[config.mk]
export PLATFORM = sky130hd
export DESIGN_NAME = pipelined_barrel_shifter
export DESIGN_NICKNAME = d
export VERILOG_FILES = /design/src/rtl/pipelined_barrel_shifter.sv
export SDC_FILE = /design/constraint.sdc
export NUM_CORES = 1
export LEC_CHECK = 0
export BUFFER_PORTS_ARGS = -buffer_cell sky130_fd_sc_hd__buf_2
export CAP_MARGIN = 20
export CORE_MARGIN = 1
export CORE_UTILIZATION = 50
export CTS_BUF_LIST = sky130_fd_sc_hd__clkbuf_8
export CTS_CLUSTER_DIAMETER = 100
export DETAILED_ROUTE_END_ITERATION = 12
export PLACE_DENSITY = 0.87
export SLEW_MARGIN = 20
export SYNTH_ARGS = -nofsm -noshare
export SYNTH_HDL_FRONTEND = slang
export SYNTH_SLANG_ARGS = --single-unit
[constraint.sdc]
create_clock -name clk -period 1.2 [get_ports clk]
set_input_delay 0.06 -clock clk [delete_from_list [all_inputs] [get_ports clk]]
set_output_delay 0.06 -clock clk [all_outputs]
set_load 0.005 [all_outputs]
[src/rtl/pipelined_barrel_shifter.sv]
// Pipelined barrel shifter/rotator: one register stage per shift-amount bit, valid/ready on both sides.
// Optional out_carry port (last bit shifted out) is built when BARREL_CARRY_EN is defined.
module pipelined_barrel_shifter #(
    parameter  int WIDTH   = 8,
    parameter  int TAG_W   = 4,
    localparam int SHAMT_W = $clog2(WIDTH)
) (
    input  logic               clk,
    input  logic               rst_n,
    input  logic               in_valid,
    output logic               in_ready,
    input  logic [WIDTH-1:0]   in_data,
    input  logic [SHAMT_W-1:0] in_amt,
    input  logic               in_dir,
    input  logic [1:0]         in_mode,
    input  logic [TAG_W-1:0]   in_tag,
    output logic               out_valid,
    input  logic               out_ready,
    output logic [WIDTH-1:0]   out_data,
    output logic [TAG_W-1:0]   out_tag
`ifdef BARREL_CARRY_EN
    ,
    output logic               out_carry
`endif
);

    localparam logic [1:0] MODE_ARITH = 2'b01;
    localparam logic [1:0] MODE_ROT   = 2'b10;

    // Mode 11 and arithmetic-left fall through to the logical paths.
    function automatic logic [WIDTH-1:0] shift_by(
        input logic [WIDTH-1:0] v,
        input int unsigned      s,
        input logic             dir,
        input logic [1:0]       mode
    );
        logic signed [WIDTH-1:0] sv;
        logic        [WIDTH-1:0] r;
        sv = v;
        if (mode == MODE_ROT) begin
            if (dir) r = (v >> s) | (v << (WIDTH - s));
            else     r = (v << s) | (v >> (WIDTH - s));
        end else if (dir) begin
            if (mode == MODE_ARITH) r = sv >>> s;
            else                    r = v >> s;
        end else begin
            r = v << s;
        end
        return r;
    endfunction

`ifdef BARREL_CARRY_EN
    // The bit leaving (or wrapping) at this step; the last active stage wins.
    function automatic logic shifted_out_bit(
        input logic [WIDTH-1:0] v,
        input int unsigned      s,
        input logic             dir
    );
        logic [SHAMT_W-1:0] idx;
        idx = dir ? SHAMT_W'(s - 1) : SHAMT_W'(WIDTH - s);
        return v[idx];
    endfunction
`endif

    logic               stall;

    logic [WIDTH-1:0]   data_q [SHAMT_W];
    logic [WIDTH-1:0]   data_d [SHAMT_W];
    logic [SHAMT_W-1:0] amt_q  [SHAMT_W];
    logic [SHAMT_W-1:0] amt_d  [SHAMT_W];
    logic               dir_q  [SHAMT_W];
    logic               dir_d  [SHAMT_W];
    logic [1:0]         mode_q [SHAMT_W];
    logic [1:0]         mode_d [SHAMT_W];
    logic [TAG_W-1:0]   tag_q  [SHAMT_W];
    logic [TAG_W-1:0]   tag_d  [SHAMT_W];
    logic               vld_q  [SHAMT_W];
    logic               vld_d  [SHAMT_W];
`ifdef BARREL_CARRY_EN
    logic               carry_q [SHAMT_W];
    logic               carry_d [SHAMT_W];
`endif

    assign stall    = vld_q[SHAMT_W-1] && !out_ready;
    assign in_ready = !stall;

    for (genvar k = 0; k < SHAMT_W; k++) begin : g_stage
        localparam int unsigned STEP = 1 << k;

        logic [WIDTH-1:0]   src_data;
        logic [SHAMT_W-1:0] src_amt;
        logic               src_dir;
        logic [1:0]         src_mode;
        logic [TAG_W-1:0]   src_tag;
        logic               src_vld;

        if (k == 0) begin : g_src_in
            assign src_data = in_data;
            assign src_amt  = in_amt;
            assign src_dir  = in_dir;
            assign src_mode = in_mode;
            assign src_tag  = in_tag;
            assign src_vld  = in_valid;
        end else begin : g_src_prev
            assign src_data = data_q[k-1];
            assign src_amt  = amt_q[k-1];
            assign src_dir  = dir_q[k-1];
            assign src_mode = mode_q[k-1];
            assign src_tag  = tag_q[k-1];
            assign src_vld  = vld_q[k-1];
        end

        assign data_d[k] = src_amt[k] ? shift_by(src_data, STEP, src_dir, src_mode) : src_data;
        assign amt_d[k]  = src_amt;
        assign dir_d[k]  = src_dir;
        assign mode_d[k] = src_mode;
        assign tag_d[k]  = src_tag;
        assign vld_d[k]  = src_vld;

`ifdef BARREL_CARRY_EN
        logic src_carry;
        if (k == 0) begin : g_carry_in
            assign src_carry = 1'b0;
        end else begin : g_carry_prev
            assign src_carry = carry_q[k-1];
        end
        assign carry_d[k] = src_amt[k] ? shifted_out_bit(src_data, STEP, src_dir) : src_carry;
`endif
    end

    // All stages advance together or hold together; a stall never collapses bubbles.
    always_ff @(posedge clk or negedge rst_n) begin
        if (!rst_n) begin
            for (int k = 0; k < SHAMT_W; k++) begin
                data_q[k]  <= '0;
                amt_q[k]   <= '0;
                dir_q[k]   <= 1'b0;
                mode_q[k]  <= '0;
                tag_q[k]   <= '0;
                vld_q[k]   <= 1'b0;
`ifdef BARREL_CARRY_EN
                carry_q[k] <= 1'b0;
`endif
            end
        end else if (!stall) begin
            for (int k = 0; k < SHAMT_W; k++) begin
                data_q[k]  <= data_d[k];
                amt_q[k]   <= amt_d[k];
                dir_q[k]   <= dir_d[k];
                mode_q[k]  <= mode_d[k];
                tag_q[k]   <= tag_d[k];
                vld_q[k]   <= vld_d[k];
`ifdef BARREL_CARRY_EN
                carry_q[k] <= carry_d[k];
`endif
            end
        end
    end

    assign out_valid = vld_q[SHAMT_W-1];
    assign out_data  = data_q[SHAMT_W-1];
    assign out_tag   = tag_q[SHAMT_W-1];
`ifdef BARREL_CARRY_EN
    assign out_carry = carry_q[SHAMT_W-1];
`endif

endmodule

==> metrics.md, run 1 <==
| Metric | Value |
|---|---|
| Status | `complete, but fails checks` |
| Failing checks | `hold timing, setup timing` |
| Slew headroom | `0.801` |
| Clk slew on worst S/H paths | `0.09 ns` |
| Switching share of power | `0.373` |
| Vias in the first global route | `~1800` |
| Slew @ Worst Pin | `~0.3 ns` |
| Die Y-Extent | `69.7 um` |
| Setup_tns | `-0.101 ns` |
| Mapped Cells | `~250` |
| Root Buffer | `clkbuf_8` |
| Ports | `36` |
| Distinct cells, synth | `31` |
| Max Used Layer | `met4` |
| Seq/Total Area, Yosys | `0.523` |
| Vias | `a little over 2000` |
| Finished Cell Area | `just over 0.003 mm^2` |
| Fin nets | `around 330` |
| DRT iter0 DRCs | `~150` |
| Clock Latency Late Sink | `about 0.30 ns` |
| # DRC | `0` |
| Final WL | `5930 um` |
| Final ANT Viol Nets | `0` |
| Final hold violations | `2` |
| Post-DP HPWL | `about 3300 um` |
| Worst hold path class | `input port to register` |
| Netlist Area Pre-Place | `0.00229 mm^2` |
| DIE WIDTH | `between 60 and 70 um` |
| R2R cell count | `3` |
| # rows | `24` |
| Internal power | `approximately 4 mW` |
| CP arrival | `approximately 1.4 ns` |
| First-pass GRT wire length | `around 8300 um` |
| Post-Syn Nets | `270` |
| Die area | `approximately 0.0049 mm^2` |
| Met3 WL | `between 200 and 250 um` |
| Req. time, crit path | `1.37 ns` |
| Cell Area, Placed | `between 0.002 and 0.003 mm^2` |
| Area share of the largest cell type after synthesis | `0.523` |
| Post-synth top flop | `dfrtp_1` |
| EDFF count, synth | `0` |
| Initial antenna violation count | `0` |
| Final setup violating endpoints | `4` |
| Worst hold slack | `-0.00257 ns` |
| CP Launch Point | `g_stage[2].src_mode[0]` |
| Layout cells sized above 1 | `0.319` |
| Leak pwr | `between 1.5 and 2 nW` |
| R2r startpoint | `g_stage[2].src_mode[0]` |
| Multi-input gate area | `approximately 0.0011 mm^2` |
| Synth area leaders | `dfrtp_1, nand2_1, a211oi_1, mux2i_1, a21o_1` |
| Fin crit share | `1.03` |
| Clock group share of total power | `0.162` |
| CTS tree | `built` |
| Largest net degree at the start of global routing | `49` |
| Max Root-Sink Buffers | `2` |
| Synthesis-to-finish area growth | `34.3%` |
| GP Congestion | `approximately 0.86` |
| Total core area | `roughly 0.0044 mm^2` |
| Yosys warns | `0` |
| Clock sink count | `48` |
| FILL cells | `about 310` |
| Htree depth | `2` |
| Worst reg2reg path endpoint | `out_data[6]` |
| Clock period minus worst slack | `approximately 1.2 ns` |
| M1 WL | `between 2000 and 2500 um` |
| Setup crit end kind | `register` |
| Slew Limit Fails | `0` |
| Initial core utilization | `0.523` |
| R2r setup slk | `-0.04 ns` |
| Sequential power share | `0.426` |
| CP max FO | `3` |
| Register cell area after layout | `about 0.0012 mm^2` |
| Pre-Repair DR Iteration Count | `4` |
| Unrepaired setup endpoints after global routing | `yes` |
| Final global-route overflow total | `0` |
| Setup crit start kind | `register` |
| WL/cell | `approximately 16 um` |
| Vias/cell | `around 5.6` |
| Post-synthesis async set-or-reset flop share | `1.00` |
| Crit Path Class | `register to register` |
| Max VDD drop | `between 0.7 and 0.8 mV` |
| Layout Skew | `between 0.003 and 0.004 ns` |
| Total GRT Usage | `0.215` |
| Comb pwr share | `0.413` |
| Port Buffer Count | `35` |
| Power Dens Cells | `2110 mW/mm^2` |
| Synthesized flop and latch total | `48` |
| Largest area contributor in the netlist | `dfrtp_1` |
| Synth cell count leaders | `nand2_1, dfrtp_1, nor2_1` |
| Fmax | `between 0.8 and 0.9 GHz` |
| Psw | `2.43 mW` |
| Final WS setup | `-0.0379 ns` |
| Average cell area after synthesis | `between 9 and 10 um^2` |
| Most common cell in the netlist | `nand2_1` |
| Crit path to | `out_data[6]` |
| Number of diodes | `0` |
| Met2 WL | `3110 um` |
| Num CTS Buffers | `5` |
| Max-cap violations | `0` |
## registers in the layout, indices dropped and copies added (netlist names)
name / count
g_stage.src_amt: 3
g_stage.src_data: 16
g_stage.src_dir: 2
g_stage.src_mode: 4
g_stage.src_tag: 8
g_stage.src_vld: 2
out_data: 8
out_tag: 4
out_valid: 1
## through the flow
| step | power (mW) | instances | util | hold slack, ns | setup slack [ns] |
|---|---|---|---|---|---|
| 2_1_floorplan | 3.91 | 248 | - | -0.236 | 0.00352 |
| 3_3_place_gp | 4.53 | 333 | 0.584 | 0.0577 | -0.108 |
| 3_5_place_dp | 4.65 | 333 | 0.584 | 0.0599 | -0.145 |
| 4_1_cts | 5.86 | 355 | 0.649 | 0.000329 | -0.0286 |
| 5_1_grt | 6.84 | 362 | 0.703 | 0.00484 | -0.0895 |
| 6_report | 6.51 | 362 | 0.703 | -0.00257 | -0.0379 |
## routing by layer
layer,vias up,track usage
met2,72,0.371
li1,966,-
met3,16,0.0363
met1,991,0.277
met5,-,0
met4,0,0.0667
## cell families after synthesis
family / Yosys count / synth area share
muxes: 11 / 0.0480
AOI/OAI and AO/OA: 61 / 0.175
DFF: 48 / 0.523
and+or+nand+nor: 106 / 0.198
buffers and inverters: 22 / 0.0551
## critical path, stage by stage, from the launching register on
cell      delay [ns]
dfrtp_1         0.41
and3b_1         0.23
a211oi_4        0.33
a211oi_2        0.13
## power groups by stage
stage                     Sequential [mW]  Combinational (mW)  Clock, mW
after CTS                            2.68                2.15       1.03
after detailed placement             2.74                1.92          0
after global placement               2.69                1.85          0
final                                2.77                2.68       1.05
after global routing                 2.84                2.90       1.10
after floorplan                      2.62                1.29          0
## worst min path at each step
stage / start / end / slack [ns] / depth (start not counted)
2_1_floorplan: rst_n / g_stage[1].src_amt[1] / -0.24 / 0
3_3_place_gp: rst_n / out_tag[2] / 0.06 / 2
3_5_place_dp: rst_n / out_tag[2] / 0.06 / 2
4_1_cts: in_mode[0] / g_stage[1].src_mode[0] / 0.0003 / 3
5_1_grt: in_mode[0] / g_stage[1].src_mode[0] / 0.005 / 3
6_report: in_mode[0] / g_stage[1].src_mode[0] / -0.003 / 3
## layout by cell type, fill, tap and decap left out, types with 8 or more instances in the layout
master	netlist	final
mux2i_1	11	11
buf_6	2	12
nor2_1	19	19
buf_2	5	34
a21o_1	10	10
nand2_1	67	65
dlygate4sd3_1	0	8
dfrtp_1	48	46
buf_4	5	12
## final cells by class
cell class / count / share of cell area
inverters: 5 / 0.00690
clock buffers: 7 / 0.0313
repair buffers: 72 / 0.193
flip-flops and latches: 48 / 0.391
multi-input cells: 178 / 0.357
well taps: 52 / 0.0211
## timing repair
| item | CTS | global route |
|---|---|---|
| cloned | 0 | 2 |
| gates resized for setup | 15 | 39 |
| hold buffers | 8 | 0 |
| pin swaps | 1 | 14 |
| setup endpoints to repair | 24 | 25 |
| hold endpoints to repair | 55 | 0 |
| setup buffers | 7 | 5 |
Power figures use the tool's default switching activity.
==> inputs of run 2 (changes only) <==
--- a/config.mk
+++ b/config.mk
@@ -5,6 +5,7 @@
 export SDC_FILE = /design/constraint.sdc
 export NUM_CORES = 1
 export LEC_CHECK = 0
+export ABC_AREA = 1
 export BUFFER_PORTS_ARGS = -buffer_cell sky130_fd_sc_hd__buf_2
 export CAP_MARGIN = 20
 export CORE_MARGIN = 1
@@ -12,7 +13,7 @@
 export CTS_BUF_LIST = sky130_fd_sc_hd__clkbuf_8
 export CTS_CLUSTER_DIAMETER = 100
 export DETAILED_ROUTE_END_ITERATION = 12
-export PLACE_DENSITY = 0.87
+export PLACE_DENSITY = 0.86
 export SLEW_MARGIN = 20
 export SYNTH_ARGS = -nofsm -noshare
 export SYNTH_HDL_FRONTEND = slang
==> run 2 against run 1 <==
The run now ends clean; final area shrank 9.3%; sequential share of layout area grew 3.9 points; combinational power shrank 23%; cell count grew 16%; via count grew 4.4%; die area grew 3.6%; largest power group unchanged.
==> metrics.md, run 2 <==
| Metric | Value |
|---|---|
| Clock group share of total power | `0.167 (+0.005)` |
| Htree depth | `2 (unchanged)` |
| Setup crit start kind | `register` |
| Synth cell count leaders | `nand2_1, dfrtp_1, inv_1` |
| Crit Path Class | `register to output pin` |
| Clock Latency Late Sink | `0.29 ns (about the same)` |
| Switching share of power | `0.374 (+0.000654)` |
| Fmax | `0.881 GHz (+9.0%)` |
| Clock period minus worst slack | `1.14 ns (-0.102 ns)` |
| R2R cell count | `6 (+3)` |
| Slew Limit Fails | `0 (unchanged)` |
| Setup_tns | `0 ns (+0.101 ns)` |
| Seq/Total Area, Yosys | `0.504 (-0.0190)` |
| Psw | `2.10 mW (-14%)` |
| Total GRT Usage | `0.222 (+0.00713)` |
| Port Buffer Count | `35 (unchanged)` |
| Cell Area, Placed | `0.00262 mm^2 (+2.2%)` |
| Post-synthesis async set-or-reset flop share | `1.00 (unchanged)` |
| Die area | `0.00504 mm^2 (+3.6%)` |
| Final ANT Viol Nets | `0 (unchanged)` |
| Worst hold path class | `input port to register` |
| Pwr Total | `5.62 mW (-14%)` |
| First-pass GRT wire length | `8930 um (+7.2%)` |
| Clk slew on worst S/H paths | `0.08 ns (about the same)` |
| CP max FO | `17 (+14)` |
| Post-synth top flop | `dfrtp_1` |
| Area share of the largest cell type after synthesis | `0.504 (-0.0190)` |
| Post-Syn Nets | `345 (+28%)` |
| DIE WIDTH | `71.0 um (+1.8%)` |
| Synth area leaders | `dfrtp_1, nand2_1, inv_1, o21ai_0, a21oi_1` |
| Most common cell in the netlist | `nand2_1` |
| Final WS setup | `0.0644 ns (+0.102 ns)` |
| CP Launch Point | `out_valid` |
| Internal power | `3.52 mW (-14%)` |
| CTS tree | `built` |
| DRT iter0 DRCs | `142 (-6.6%)` |
| Vias/cell | `5.10 (-9.8%)` |
| Total core area | `0.00447 mm^2 (+2.1%)` |
| CP arrival | `1.08 ns (-0.33 ns)` |
| Fin nets | `388 (+17%)` |
| Die Y-Extent | `71.0 um (+1.8%)` |
| Unrepaired setup endpoints after global routing | `no` |
| Finished Cell Area | `0.00280 mm^2 (-9.3%)` |
| Placed cells | `404 (+21%)` |
| Post-CTS setup buffer count | `0 (-7)` |
| Max VDD drop | `1.34 mV (+86%)` |
| Yosys warns | `0 (unchanged)` |
| Max-cap violations | `0 (unchanged)` |
| Final WL | `5030 um (-15%)` |
| Max Root-Sink Buffers | `2 (unchanged)` |
| Sequential power share | `0.464 (+0.038)` |
| EDFF count, synth | `0 (unchanged)` |
| Req. time, crit path | `1.14 ns (-0.23 ns)` |
| Netlist Area Pre-Place | `0.00238 mm^2 (+3.8%)` |
| Most frequent cells in the layout | `nand2_1, dfrtp_1, buf_2` |
| Root Buffer | `clkbuf_8` |
| Most common cell after layout, fill and taps aside | `nand2_1` |
| R2r setup slk | `0.08 ns (+0.12 ns)` |
| Slew @ Worst Pin | `0.379 ns (+0.0839 ns)` |
| Largest net degree at the start of global routing | `41 (-16%)` |
| Final global-route overflow total | `0 (unchanged)` |
| Largest register FFs | `16 (unchanged)` |
| Worst reg2reg path endpoint | `g_stage[2].src_data[1]` |
| Mapped Cells | `323 (+30%)` |
| Finished Layout Cells | `419 (+16%)` |
| GP Congestion | `0.875 (+2.1%)` |
| Leak pwr | `1.55 nW (+1.9%)` |
| Fin crit share | `0.946 (-0.0853)` |
| Initial antenna violation count | `0 (unchanged)` |
| Comb pwr share | `0.369 (-0.044)` |
| Layout cells sized above 1 | `0.147 (-0.172)` |
| Synthesized flop and latch total | `48 (unchanged)` |
| Final setup violating endpoints | `0 (-4)` |
| Post-DP HPWL | `3540 um (+7.9%)` |
| Pre-CTS WS | `0.0752 ns (+0.220 ns)` |
| R2r startpoint | `out_valid` |
| WL/cell | `12.0 um (-27%)` |
| Vias in the first global route | `2074 (+14%)` |
| Distinct cells, synth | `15 (-52%)` |
| Num CTS Buffers | `5 (unchanged)` |
| Average cell area after synthesis | `7.37 um^2 (-20%)` |
| # rows | `24 (unchanged)` |
| Pre-Repair DR Iteration Count | `5 (+1)` |
| FILL cells | `402 (+28%)` |
| Slew headroom | `0.747 (-0.0538)` |
| Ports | `36 (unchanged)` |
| Clock sink count | `48 (unchanged)` |
| Power Dens Cells | `2010 mW/mm^2 (-4.9%)` |
| Vias | `2136 (+4.4%)` |
| Initial core utilization | `0.532 (+0.00876)` |
| Final hold violations | `0 (-2)` |
| Crit path to | `in_ready` |
| Layout Skew | `0.00335 ns (-0.0000881 ns)` |
| Status | `completed` |
| Number of diodes | `0 (unchanged)` |
| Largest area contributor in the netlist | `dfrtp_1` |
| Synthesis-to-finish area growth | `17.4%` |
| Setup crit end kind | `output pin` |
| # DRC | `0 (unchanged)` |
## run 2: changes by cell type after synthesis, moves of 4 or more
cell / change
nor3_1: -5
a21o_1: -10
a21oi_1: +8
mux2i_1: -11
o21ai_0: +9
a211oi_1: -15
nand3_1: +13
o211ai_1: -5
clkbuf_1: -4
nand4_1: +6
o21ai_1: +5
inv_1: +28
a31oi_1: -4
nand2_1: +73
## run 2: worst min path at each step
| stage | start | endpoint | slack (ns) | depth (start not counted) |
|---|---|---|---|---|
| 4_1_cts | in_amt[1] | g_stage[1].src_amt[1] | 0.009 | 3 |
| 3_3_place_gp | rst_n | out_tag[1] | -0.004 | 1 |
| 5_1_grt | in_amt[1] | g_stage[1].src_amt[1] | 0.04 | 3 |
| 3_5_place_dp | rst_n | out_tag[1] | 0.002 | 1 |
| 6_report | in_amt[1] | g_stage[1].src_amt[1] | 0.009 | 3 |
| 2_1_floorplan | rst_n | g_stage[1].src_amt[1] | -0.24 | 0 |
## run 2: repair_timing
action                                 in CTS  in global routing
gates resized for setup                     1                  4
hold buffers                                7                  0
setup endpoints to repair                   1                  6
pin swaps                                   0                  1
endpoints found under the hold margin      21                  0
## run 2: logic make-up after synthesis
| kind of cell | after synthesis | synth area share |
|---|---|---|
| AO/OA/AOI/OAI | 46 | 0.0972 |
| flip-flops | 48 | 0.504 |
| buffers and inverters | 50 | 0.101 |
| AND/OR/NAND/NOR | 179 | 0.297 |
## run 2: power by group through the flow
stage	clock [mW]	combinational, mW	sequential [mW]
6_report	0.937	2.07	2.61
2_1_floorplan	0	1.39	2.57
4_1_cts	0.962	2.04	2.61
3_5_place_dp	0	2.00	2.63
3_3_place_gp	0	1.92	2.61
5_1_grt	1.02	2.39	2.68
## run 2: layout make-up
| cell class | instances | area, um^2 | share of cell area |
|---|---|---|---|
| flip-flops and latches | 48 | 1200 | 0.430 |
| inverters | 35 | 134 | 0.0479 |
| clock inverters | 2 | 7.51 | 0.00268 |
| repair buffers | 51 | 363 | 0.130 |
| multi-input cells | 225 | 943 | 0.337 |
| well taps | 52 | 65.1 | 0.0233 |
| clock buffers | 6 | 82.6 | 0.0295 |
## run 2: metrics by stage
| step | util | hold slack (ns) |
|---|---|---|
| 2_1_floorplan | - | -0.236 |
| 3_3_place_gp | 0.585 | -0.00369 |
| 3_5_place_dp | 0.585 | 0.00218 |
| 4_1_cts | 0.621 | 0.00853 |
| 5_1_grt | 0.625 | 0.0368 |
| 6_report | 0.625 | 0.00928 |
## run 2: critical path, stage by stage, from the launching register on
cell and delay [ns]:
dfrtp_1 0.41, nand2_4 0.12, buf_12 0.15, buf_2 0.12
## run 2: per-layer routing
metal	up-vias	wire [um]	GRT usage
li1	1088	-	-
met2	60	2570	0.396
met3	4	208	0.0370
met5	-	0	0
met1	984	2210	0.275
met4	0	51	0.0733
